[src/rtl/fila_de_instrucoes_param.sv]
// -----------------------------------------------------------------------------
// fila_de_instrucoes_param
//
// Parametrised instruction queue between instruction fetch and dispatch.
// Holds up to DEPTH instructions of WIDTH bits in program order and presents
// the head first-word-fall-through. Supports:
//   - simultaneous push and pop, including while full
//   - a synchronous flush for branch mispredict recovery
//   - an occupancy count and an almost-full flag
//   - sticky overflow and underflow error flags
//
// Parameters:
//   WIDTH     - instruction word width in bits
//   DEPTH     - number of entries (power of two, >= 2)
//   AF_MARGIN - Almost_Full when Count >= DEPTH - AF_MARGIN (0 .. DEPTH-1)
//
// Ports:
//   Clock                in   single clock, rising edge
//   Reset                in   asynchronous, active-low reset
//   Push                 in   enqueue Din at this edge
//   Din                  in   instruction to enqueue
//   Pop                  in   consume the current head at this edge
//   Flush                in   discard all entries at this edge
//   Clear_Err            in   clear Overflow and Underflow at this edge
//   Instrucao_Despachada out  current head entry, 0 when empty
//   Full                 out  Count == DEPTH
//   Empty                out  Count == 0
//   Almost_Full          out  Count >= DEPTH - AF_MARGIN
//   Count                out  number of valid entries
//   Overflow             out  sticky: a push was dropped
//   Underflow            out  sticky: a pop was issued while empty
// -----------------------------------------------------------------------------
module fila_de_instrucoes_param #(
    parameter int WIDTH     = 16,
    parameter int DEPTH     = 8,
    parameter int AF_MARGIN = 1
) (
    input  logic                       Clock,
    input  logic                       Reset,
    input  logic                       Push,
    input  logic [WIDTH-1:0]           Din,
    input  logic                       Pop,
    input  logic                       Flush,
    input  logic                       Clear_Err,
    output logic [WIDTH-1:0]           Instrucao_Despachada,
    output logic                       Full,
    output logic                       Empty,
    output logic                       Almost_Full,
    output logic [$clog2(DEPTH):0]     Count,
    output logic                       Overflow,
    output logic                       Underflow
);

    localparam int PTR_W = $clog2(DEPTH);
    localparam int CNT_W = PTR_W + 1;

    localparam logic [CNT_W-1:0] CNT_FULL = CNT_W'(DEPTH);
    localparam logic [CNT_W-1:0] CNT_AF   = CNT_W'(DEPTH - AF_MARGIN);

    // Storage is deliberately not reset; the head output is masked while empty.
    logic [WIDTH-1:0] mem_q [DEPTH];

    logic [PTR_W-1:0] wrPtr_q, wrPtr_d;
    logic [PTR_W-1:0] rdPtr_q, rdPtr_d;
    logic [CNT_W-1:0] count_q, count_d;
    logic             overflow_q, overflow_d;
    logic             underflow_q, underflow_d;

    logic pushAccept;
    logic pushReject;
    logic popAccept;
    logic popReject;
    logic memWe;

    // Status flags depend only on the registered count, so no input reaches
    // an output combinationally.
    assign Full        = (count_q == CNT_FULL);
    assign Empty       = (count_q == '0);
    assign Almost_Full = (count_q >= CNT_AF);
    assign Count       = count_q;
    assign Overflow    = overflow_q;
    assign Underflow   = underflow_q;

    assign Instrucao_Despachada = Empty ? '0 : mem_q[rdPtr_q];

    // Classify this edge's requests. A push at full is still accepted when a
    // pop frees the head slot in the same edge. There is no bypass when
    // empty: the pop is rejected even if a push arrives alongside it.
    always_comb begin
        pushAccept = 1'b0;
        pushReject = 1'b0;
        popAccept  = 1'b0;
        popReject  = 1'b0;
        if (!Flush) begin
            pushAccept = Push && (!Full || Pop);
            pushReject = Push && Full && !Pop;
            popAccept  = Pop && !Empty;
            popReject  = Pop && Empty;
        end
    end

    // The write is gated by Reset so that a push seen while in reset never
    // lands in storage.
    assign memWe = pushAccept && Reset;

    // Next-state for pointers, count and sticky flags. Flush returns the
    // pointers and count to zero but leaves the error flags alone; for the
    // flags, a new error on the same edge as Clear_Err takes precedence.
    always_comb begin
        wrPtr_d     = wrPtr_q;
        rdPtr_d     = rdPtr_q;
        count_d     = count_q;
        overflow_d  = Clear_Err ? 1'b0 : overflow_q;
        underflow_d = Clear_Err ? 1'b0 : underflow_q;

        if (Flush) begin
            wrPtr_d = '0;
            rdPtr_d = '0;
            count_d = '0;
        end else begin
            if (pushAccept) begin
                wrPtr_d = wrPtr_q + 1'b1;
            end
            if (popAccept) begin
                rdPtr_d = rdPtr_q + 1'b1;
            end
            case ({pushAccept, popAccept})
                2'b10:   count_d = count_q + 1'b1;
                2'b01:   count_d = count_q - 1'b1;
                default: count_d = count_q;
            endcase
        end

        if (pushReject) begin
            overflow_d = 1'b1;
        end
        if (popReject) begin
            underflow_d = 1'b1;
        end
    end

    // Control state register with asynchronous active-low reset.
    always_ff @(posedge Clock or negedge Reset) begin
        if (!Reset) begin
            wrPtr_q     <= '0;
            rdPtr_q     <= '0;
            count_q     <= '0;
            overflow_q  <= 1'b0;
            underflow_q <= 1'b0;
        end else begin
            wrPtr_q     <= wrPtr_d;
            rdPtr_q     <= rdPtr_d;
            count_q     <= count_d;
            overflow_q  <= overflow_d;
            underflow_q <= underflow_d;
        end
    end

    // Circular buffer storage, written at the write pointer.
    always_ff @(posedge Clock) begin
        if (memWe) begin
            mem_q[wrPtr_q] <= Din;
        end
    end

endmodule

[config.mk]
export PLATFORM = sky130hd
export DESIGN_NAME = fila_de_instrucoes_param
export DESIGN_NICKNAME = d
export VERILOG_FILES = /design/src/rtl/fila_de_instrucoes_param.sv
export SDC_FILE = /design/constraint.sdc
export NUM_CORES = 1
export LEC_CHECK = 0
export ABC_AREA = 1
export BUFFER_PORTS_ARGS = -buffer_cell sky130_fd_sc_hd__buf_2
export CAP_MARGIN = 5
export CORE_ASPECT_RATIO = 0.75
export CORE_MARGIN = 4
export CORE_UTILIZATION = 43
export CTS_CLUSTER_SIZE = 16
export DETAILED_ROUTE_END_ITERATION = 10
export GPL_TIMING_DRIVEN = 1
export HOLD_SLACK_MARGIN = 0.05
export RECOVER_POWER = 100
export SLEW_MARGIN = 20
export SYNTH_ARGS = -nofsm -noshare
export SYNTH_HDL_FRONTEND = slang
export SYNTH_SLANG_ARGS = --single-unit
[constraint.sdc]
create_clock -name Clock -period 5.1 [get_ports Clock]
set_input_delay 1.53 -clock Clock [delete_from_list [all_inputs] [get_ports Clock]]
set_output_delay 1.53 -clock Clock [all_outputs]
set_load 0.005 [all_outputs]
* Word level (Yosys, flattened, before mapping)
Memory sizes are Yosys's and may differ from the RTL's. Cells that the tools add are included.
Cells by class: add/sub/neg operators 4, mux-type cells 16, reductions and logical operators 16, order comparisons 1, eq/ne operators 3
Operator list (count):
- 16-bit two-way mux | 1
- 3-bit two-way mux | 4
- 1-bit two-way mux | 9
- 4-bit case mux with 2 select lines | 1
- 2-bit nonzero test | 4
- 3-bit by 1-bit adder with 3-bit output (second input constant) | 2
- 1-bit logical AND | 6
- 4-bit by 1-bit adder with 4-bit output (second input constant) | 1
- 4-bit equality test (second input constant) | 1
- 4-bit by 3-bit >= comparator with 1-bit output (second input constant) | 1
- 4-bit zero test | 1
- 4-bit two-way mux | 1
- 4-bit by 1-bit subtractor with 4-bit output (second input constant) | 1
- 1-bit zero test | 3
- 3-bit nonzero test | 1
- 2-bit by 1-bit equality test with 1-bit output (second input constant) | 1
- 2-bit equality test (second input constant) | 1
- 1-bit logical OR | 1
Word-level totals: memory bits (writable) 128, bits in registers 12, input bits 22, memories kept 1, word-level logic and storage cells 46
Memories:
- mem_q | words 8, width 16, read ports 1, clocked after Yosys merged registers in 0, wr ports 1, RTL line 61 | logic [WIDTH-1:0] mem_q [DEPTH];

* Longest topological paths before layout
Gate-level depths: netlist (run 1).
word-level depth 8, gate-level depth with buffers 12, depth with buffers taken out 12

* Least setup slack after synthesis (run 1)
Ideal clock, no wire load.
path kind input port to flip-flop, from in Push, to mem mem_q[0][0] (enable), setup slack 1.599 ns, setup time 0.409 ns, required time 4.691 ns, buffers on the path 0, arrival 3.092 ns, stages 6, path through inv_1 -> nor2_1 -> nand2_2 -> inv_1 -> nand2_1 -> nor3_1
Between the ends: longest elaborated chain between the ends 5
Ends and longest elaborated chain:
- start, declared | RTL line 40 | input logic Push,
- 1-bit logical AND | RTL line 95 | pushAccept = Push && (!Full || Pop);
- 1-bit two-way mux | RTL line 94 | if (!Flush) begin
- 1-bit logical AND | RTL line 104 | assign memWe = pushAccept && Reset;
- 1-bit two-way mux | RTL line 161 | if (memWe) begin
- 1-bit two-way mux (implied by the code) | RTL line 162 | mem_q[wrPtr_q] <= Din;
- end, declared | RTL line 61
Every way passes these cells.

* Worst setup path in the final report (run 1)
from reg rdPtr_q[0], to out Instrucao_Despachada[12]
Between the ends: longest elaborated chain between the ends 2
Ends and longest elaborated chain:
- start, declared | RTL line 64 | logic [PTR_W-1:0] rdPtr_q, rdPtr_d;
- start signal, assigned | RTL line 152 | rdPtr_q <= rdPtr_d;
- memory 8 x 16 bit
- 16-bit two-way mux | RTL line 84 | assign Instrucao_Despachada = Empty ? '0 : mem_q[rdPtr_q];
- end, declared | RTL line 45 | output logic [WIDTH-1:0] Instrucao_Despachada,
Every way passes these cells.

==> impl_metrics.json, run 1 <==
{
  "worstMarginPinSlew_ns": 1.305,
  "route.detailed.drc": 0,
  "start_util": 0.4449,
  "ys_top_cells_by_area": "edfxtp_1 (66%), nor2_1 (8.5%), dfrtp_1 (5.1%)",
  "cts_max_level": 4,
  "clkSinkCount": 140,
  "grt_pass1_wl_mm": 19.69,
  "min_path_cells": 2,
  "tns_ns": 0,
  "powerDensity_mw_per_mm2": 498.1,
  "cts_tree": "yes",
  "place_ws_ns": 1.561,
  "irDropWorstVdd_mv": 0.3279,
  "multi_input_area_mm2": 0.001434,
  "synth_seq_cells": 140,
  "outcome": "completed",
  "met1Wirelength_mm": 6.040,
  "netlist.area_leader.share": 0.6568,
  "drt-pass1-iter-count": 4,
  "ctsHoldBuffers": 0,
  "coreArea_mm2": 0.01315,
  "fin_crit_ns": 4.312,
  "finalPower_mw": 3.345,
  "drt_wl_total_mm": 12.74,
  "fin_util": 0.5106,
  "cp-start-kind": "flop",
  "drv_slew": 0,
  "final_nets": 551,
  "fin_ws_ns": 0.7880,
  "cts.repair.resized": 0,
  "synth_area_mm2": 0.005852,
  "die_h_um": 109.0,
  "path_class": "reg2out",
  "synth_cell_types": 32,
  "seqCellArea_mm2": 0.004149,
  "endpoint_kind": "primary output",
  "yosys_warnings": 0,
  "globalplace.congestion": 0.8065,
  "hold_viol": 0,
  "rsz0062_at_grt": "false",
  "place_area_mm2": 0.006271,
  "synthFlopType": "edfxtp_1",
  "leakagePower_nw": 2.324,
  "grt_start_max_net_pins": 67,
  "nFillCells": 1180,
  "antenna_left": 0,
  "vias": 3738,
  "vias_per_cell": 5.272,
  "synth_edf_count": 128,
  "synthArstFlopShare": 0.08571,
  "clock_path_buffers": 2,
  "clock_latency_ns": 0.41,
  "drtIter0Drc": 254,
  "netlist_instances": 475,
  "route.met2.wl_mm": 5.751,
  "grt_pass1_vias": 3628,
  "dr_wl_met3_um": 810,
  "final_layout_size_suffix_gt1_frac": 0.1171,
  "grt.total_usage": 0.1705,
  "port_buffers": 46,
  "maxUsedRoutingLayer": "met4",
  "clock_skew_ns": 0.007595,
  "critPathRequiredTime_ns": 3.57,
  "hold_path_class": "reg2reg",
  "max-slew-margin-rel": 0.1297,
  "final_cell_area_mm2": 0.006715,
  "num_antenna_cells": 0,
  "clockRootBuffer": "clkbuf_16",
  "yosysTopAreaCell": "edfxtp_1",
  "cts_setup_buffers": 0,
  "rows": 36,
  "postSynthNetCount": 501,
  "reg2reg_depth": 7,
  "yosysSeqAreaShare": 0.7081,
  "path_max_fanout": 36,
  "period_share": 0.8455,
  "dp_hpwl_mm": 7.153,
  "arrival_ns": 2.78,
  "cts-buffers-inserted": 17,
  "fmax_mhz": 231.9,
  "grt_overflow": 0,
  "fp.dieW_um": 142.7,
  "antenna_found_initial": 0,
  "wire_per_inst_um": 17.96,
  "area_delta_synth_final_pct": 14.75,
  "cts.clk_slew.worst_paths_ns": 0.06,
  "ios": 47,
  "setup_viol": 0,
  "syn_avg_cell_area_um2": 12.32,
  "drv_cap": 0,
  "fp.dieArea_mm2": 0.01556
}
## metal layers
metal	global-route usage	vias up
met1	0.2421	1820
met2	0.2570	90
li1	-	1816
met5	0	-
met3	0.04340	12
met4	0.05970	0
## cells in the mapped netlist, drive strengths merged (4+ instances only)
cell type  count
a21oi          4
clkbuf        12
nand3         11
o21ai         56
dfrtp         12
ha             4
inv           22
buf           14
o32ai         33
nor2         137
edfxtp       128
nor3           4
nand2         32
## state kept, by name (all words and copies together) (netlist names)
signal	count
Overflow	1
wrPtr_q	3
rdPtr_q	3
Underflow	1
Count	4
mem_q	128
## cell usage in the layout (no fill, tap or decap), drive strengths merged
| cell type | instances |
|---|---|
| clkinvlp | 5 |
| nor3 | 4 |
| nor2 | 137 |
| o32ai | 33 |
| a21oi | 4 |
| nand2 | 32 |
| nand4 | 2 |
| buf | 13 |
| ha | 4 |
| edfxtp | 128 |
| xnor2 | 1 |
| o22ai | 1 |
| inv | 26 |
| clkbuf | 61 |
| bufinv | 2 |
| clkinv | 5 |
| dfrtp | 12 |
| nor4 | 1 |
| nand3 | 11 |
| o21ai | 56 |
## worst paths after layout
path,startpoint,endpoint,slack [ns]
max,rdPtr_q[0],Instrucao_Despachada[12],0.79
min in group asynchronous,Reset,Underflow,1.16
max reg2reg,Count[1],mem_q[4][6],1.96
min reg2reg,Underflow,Underflow,0.52
max in group asynchronous,Reset,rdPtr_q[1],3.38
min,Underflow,Underflow,0.52
## area by class of cell
cell class,instances,area share
inverters,23,0.01360
flip-flops and latches,140,0.6178
clock buffers,17,0.06335
clock inverters,15,0.02441
repair buffers,57,0.03540
multi-input cells,286,0.2135
well taps,171,0.03186
## cell families (layout without fill, tap and decap cells)
group	count (synthesis)	count (layout)	share of synthesized area
AO/OA/AOI/OAI	94	94	0.1063
XOR/XNOR	1	1	0.001497
adder cells (fa/ha/maj)	4	4	0.008553
buffers and inverters	49	112	0.03784
flip-flops	140	140	0.7081
AND/OR/NAND/NOR	187	187	0.1377
## per-stage QoR
| stage | std cells | hold slack [ns] |
|---|---|---|
| after global placement | 677 | 0.4945 |
| after floorplan | 475 | 0.5078 |
| final | 709 | 0.5239 |
| after detailed placement | 677 | 0.5178 |
| after global routing | 709 | 0.5445 |
| after CTS | 709 | 0.5282 |
## critical path, stage by stage (launching register included)
cell and delay [ns]:
dfrtp_2 0.40, inv_2 0.40, clkbuf_2 0.70, nor2_1 0.12
o32ai_1 0.29, o21ai_0 0.11, nor2_1 0.19, clkbuf_1 0.14
## power breakdown
part / internal, mW / leakage, nW / switching (mW)
logic: 0.268 / 0.739 / 0.495
registers: 1.29 / 1.31 / 0.0676
clock network: 0.728 / 0.273 / 0.500
(Power assumes the default switching activity.)
==> run 2: changes to the inputs <==
--- a/config.mk
+++ b/config.mk
@@ -5,7 +5,7 @@
 export SDC_FILE = /design/constraint.sdc
 export NUM_CORES = 1
 export LEC_CHECK = 0
-export ABC_AREA = 1
+export ABC_AREA = 0
 export BUFFER_PORTS_ARGS = -buffer_cell sky130_fd_sc_hd__buf_2
 export CAP_MARGIN = 5
 export CORE_ASPECT_RATIO = 0.75
==> constraint.sdc (replaced) <==
create_clock -name Clock -period 3.87 [get_ports Clock]
set_input_delay 1.161 -clock Clock [delete_from_list [all_inputs] [get_ports Clock]]
set_output_delay 1.161 -clock Clock [all_outputs]
set_load 0.005 [all_outputs]
==> run 2 against run 1 <==
Final cell count shrank 24%; non-clock buffer count grew 1; total power grew 16%; global-route usage shrank 1.6 points; die area shrank 2.3%; routed wire length shrank 15%; via count shrank 22%; critical path depth shrank 2; combinational power shrank 33%; core utilization grew 0.47 points; largest cell class unchanged.
==> impl_metrics.json, run 2 <==
{
  "hold_path_class": "reg2reg",
  "grt_pass1_wl_mm": 17.13,
  "critPathMaxStageDelay_ns": 0.89,
  "ios": 47,
  "cts-buffers-inserted": 17,
  "dp_hpwl_mm": 6.369,
  "setup_viol": 0,
  "path_class": "in2reg",
  "synth_commonest_cells": "edfxtp_1 (128), mux4_2 (32), nor2_1 (29), mux2i_1 (18), dfrtp_1 (12)",
  "cts_tree": "yes",
  "clockRootBuffer": "clkbuf_16",
  "start_util": 0.4400,
  "cts_setup_buffers": 0,
  "seqCellArea_mm2": 0.004145,
  "outcome": "completed",
  "synth_seq_cells": 140,
  "yosysMostFrequentCell": "edfxtp_1",
  "ctsHoldBuffers": 0,
  "wire_per_inst_um": 19.93,
  "port_buffers": 46,
  "critPathRequiredTime_ns": 3.89,
  "drtIter0Drc": 169,
  "swShare": 0.2280,
  "synthArstFlopShare": 0.08571,
  "cts_max_level": 4,
  "vias_per_cell": 5.363,
  "clkSinkCount": 140,
  "place_ws_ns": 0.6266,
  "globalplace.congestion": 0.7915,
  "final_cell_mix": "edfxtp_1 (128), clkbuf_1 (39), mux4_2 (32)",
  "synth_edf_count": 128,
  "drv_cap": 0,
  "vias": 2907,
  "grt_use_met1": 0.2115,
  "crit_top_cell": "clkbuf_1",
  "cp-start-kind": "input pin",
  "seqPwrFrac": 0.443,
  "max-slew-margin-rel": 0.1178,
  "grt.total_usage": 0.1541,
  "yosysSeqAreaShare": 0.7260,
  "clock_latency_ns": 0.41,
  "cp_cell_sequence": "clkbuf_1, o21ai_0, or3b_2, nor3_2, clkbuf_1",
  "synth_cell_types": 41,
  "rsz0062_at_grt": "false",
  "rows": 36,
  "clockPowerShare": 0.424,
  "path_max_fanout": 16,
  "comb_power_share": 0.132,
  "drv_slew": 0,
  "grt_start_max_net_pins": 25,
  "netlist.area_leader.share": 0.6734,
  "coreArea_mm2": 0.01297,
  "yosysTopAreaCell": "edfxtp_1",
  "internal_power_mw": 2.984,
  "fp.dieW_um": 141.0,
  "tns_ns": 0,
  "power.net_switching_uw": 880.9,
  "irDropWorstVdd_mv": 0.3112,
  "postSynthNetCount": 324,
  "cts.repair.resized": 0,
  "grt_util_met3": 0.03952,
  "fin_ws_ns": 0.3592,
  "met2_usage": 0.2357,
  "route.detailed.drc": 0,
  "fp.dieArea_mm2": 0.01520,
  "largest_reg_flops": 128,
  "largest-register": "mem_q",
  "synthFlopType": "edfxtp_1",
  "leakagePower_nw": 2.181,
  "synth_area_mm2": 0.005708,
  "arrival_ns": 3.53,
  "die_h_um": 107.8,
  "powerDensity_mw_per_mm2": 578.2,
  "antenna_found_initial": 0,
  "grt_overflow": 0,
  "grt_busiest_layer": "met2",
  "ys_top_cells_by_area": "edfxtp_1 (67%), mux4_2 (13%), dfrtp_1 (5.3%)",
  "yosys_warnings": 0,
  "syn_avg_cell_area_um2": 19.15,
  "slowest_stage": "clkbuf_1",
  "drt-pass1-iter-count": 4,
  "drt_wl_total_mm": 10.80,
  "clock_path_buffers": 2,
  "area_delta_synth_final_pct": 17.10,
  "fin_crit_ns": 3.511,
  "nFillCells": 1096,
  "cts.clk_slew.worst_paths_ns": 0.05,
  "netlist_instances": 298,
  "endpoint_kind": "flop",
  "clock_skew_ns": 0.007453,
  "worstMarginPinSlew_ns": 1.323,
  "final_layout_size_suffix_gt1_frac": 0.2399,
  "multi_input_area_mm2": 0.001434,
  "fmax_mhz": 284.8,
  "antenna_left": 0,
  "hold_viol": 0,
  "grt_pass1_vias": 3012,
  "final_nets": 384,
  "period_share": 0.9072,
  "num_antenna_cells": 0,
  "final_common_cell": "edfxtp_1"
}
==> run 2: cells by family (layout without fill, tap and decap cells) <==
kind of cell / count (synthesis) / after routing / synth area share
adder cells (fa/ha/maj): 4 / 4 / 0.008768
flip-flops: 140 / 140 / 0.7260
AO/OA/AOI/OAI: 17 / 17 / 0.02499
AND/OR/NAND/NOR: 55 / 55 / 0.04603
XOR/XNOR: 7 / 7 / 0.01074
buffers and inverters: 23 / 96 / 0.01907
multiplexers: 52 / 52 / 0.1644
==> run 2: power groups by stage <==
stage	clock (mW)	sequential [mW]	combinational [mW]
2_1_floorplan	0	1.73	0.404
3_3_place_gp	0	1.74	0.550
3_5_place_dp	0	1.75	0.554
4_1_cts	1.67	1.71	0.556
5_1_grt	1.74	1.72	0.576
6_report	1.64	1.71	0.511
==> run 2: worst max-delay path: cells and delay by family <==
family                 cells  cell delay [ns]
buffers and inverters      2             1.21
and+or+nand+nor            2             0.77
AOI/OAI and AO/OA          1             0.38
==> run 2: final timing paths <==
| kind | start | end | slack, ns | depth (start not counted) |
|---|---|---|---|---|
| max in group asynchronous | Reset | rdPtr_q[0] | 2.48 | 1 |
| min in group asynchronous | Reset | wrPtr_q[0] | 0.82 | 1 |
| hold reg to reg | Underflow | Underflow | 0.54 | 2 |
| setup / recovery | Push | mem_q[1][8] | 0.36 | 5 |
| setup reg to reg | Count[1] | mem_q[1][8] | 0.69 | 5 |
| hold / removal | Underflow | Underflow | 0.54 | 2 |
==> run 2: per-stage QoR <==
step / instances / utilization / hold WS [ns] / power (mW) / cell area [um^2]
2_1_floorplan: 298 / - / 0.5078 / 2.130 / 5708
3_3_place_gp: 510 / 0.4772 / 0.5186 / 2.294 / 6191
3_5_place_dp: 510 / 0.4772 / 0.5298 / 2.300 / 6191
4_1_cts: 542 / 0.5238 / 0.5424 / 3.941 / 6795
5_1_grt: 542 / 0.5152 / 0.5709 / 4.039 / 6684
6_report: 542 / 0.5152 / 0.5383 / 3.865 / 6684
==> run 2: metal layers <==
metal  wire (um)  vias up
met5           0        -
met4          96        0
met3         550       10
met2        5285       67
met1        4870     1512
li1            -     1318
==> run 2: cell type report <==
cell class | count | area share
Clock inverter | 15 | 0.02677
Inverter | 6 | 0.003370
Clock buffer | 17 | 0.06365
Tap cell | 171 | 0.03201
Multi-Input combinational cell | 135 | 0.2145
Timing Repair Buffer | 58 | 0.03950
Sequential cell | 140 | 0.6202
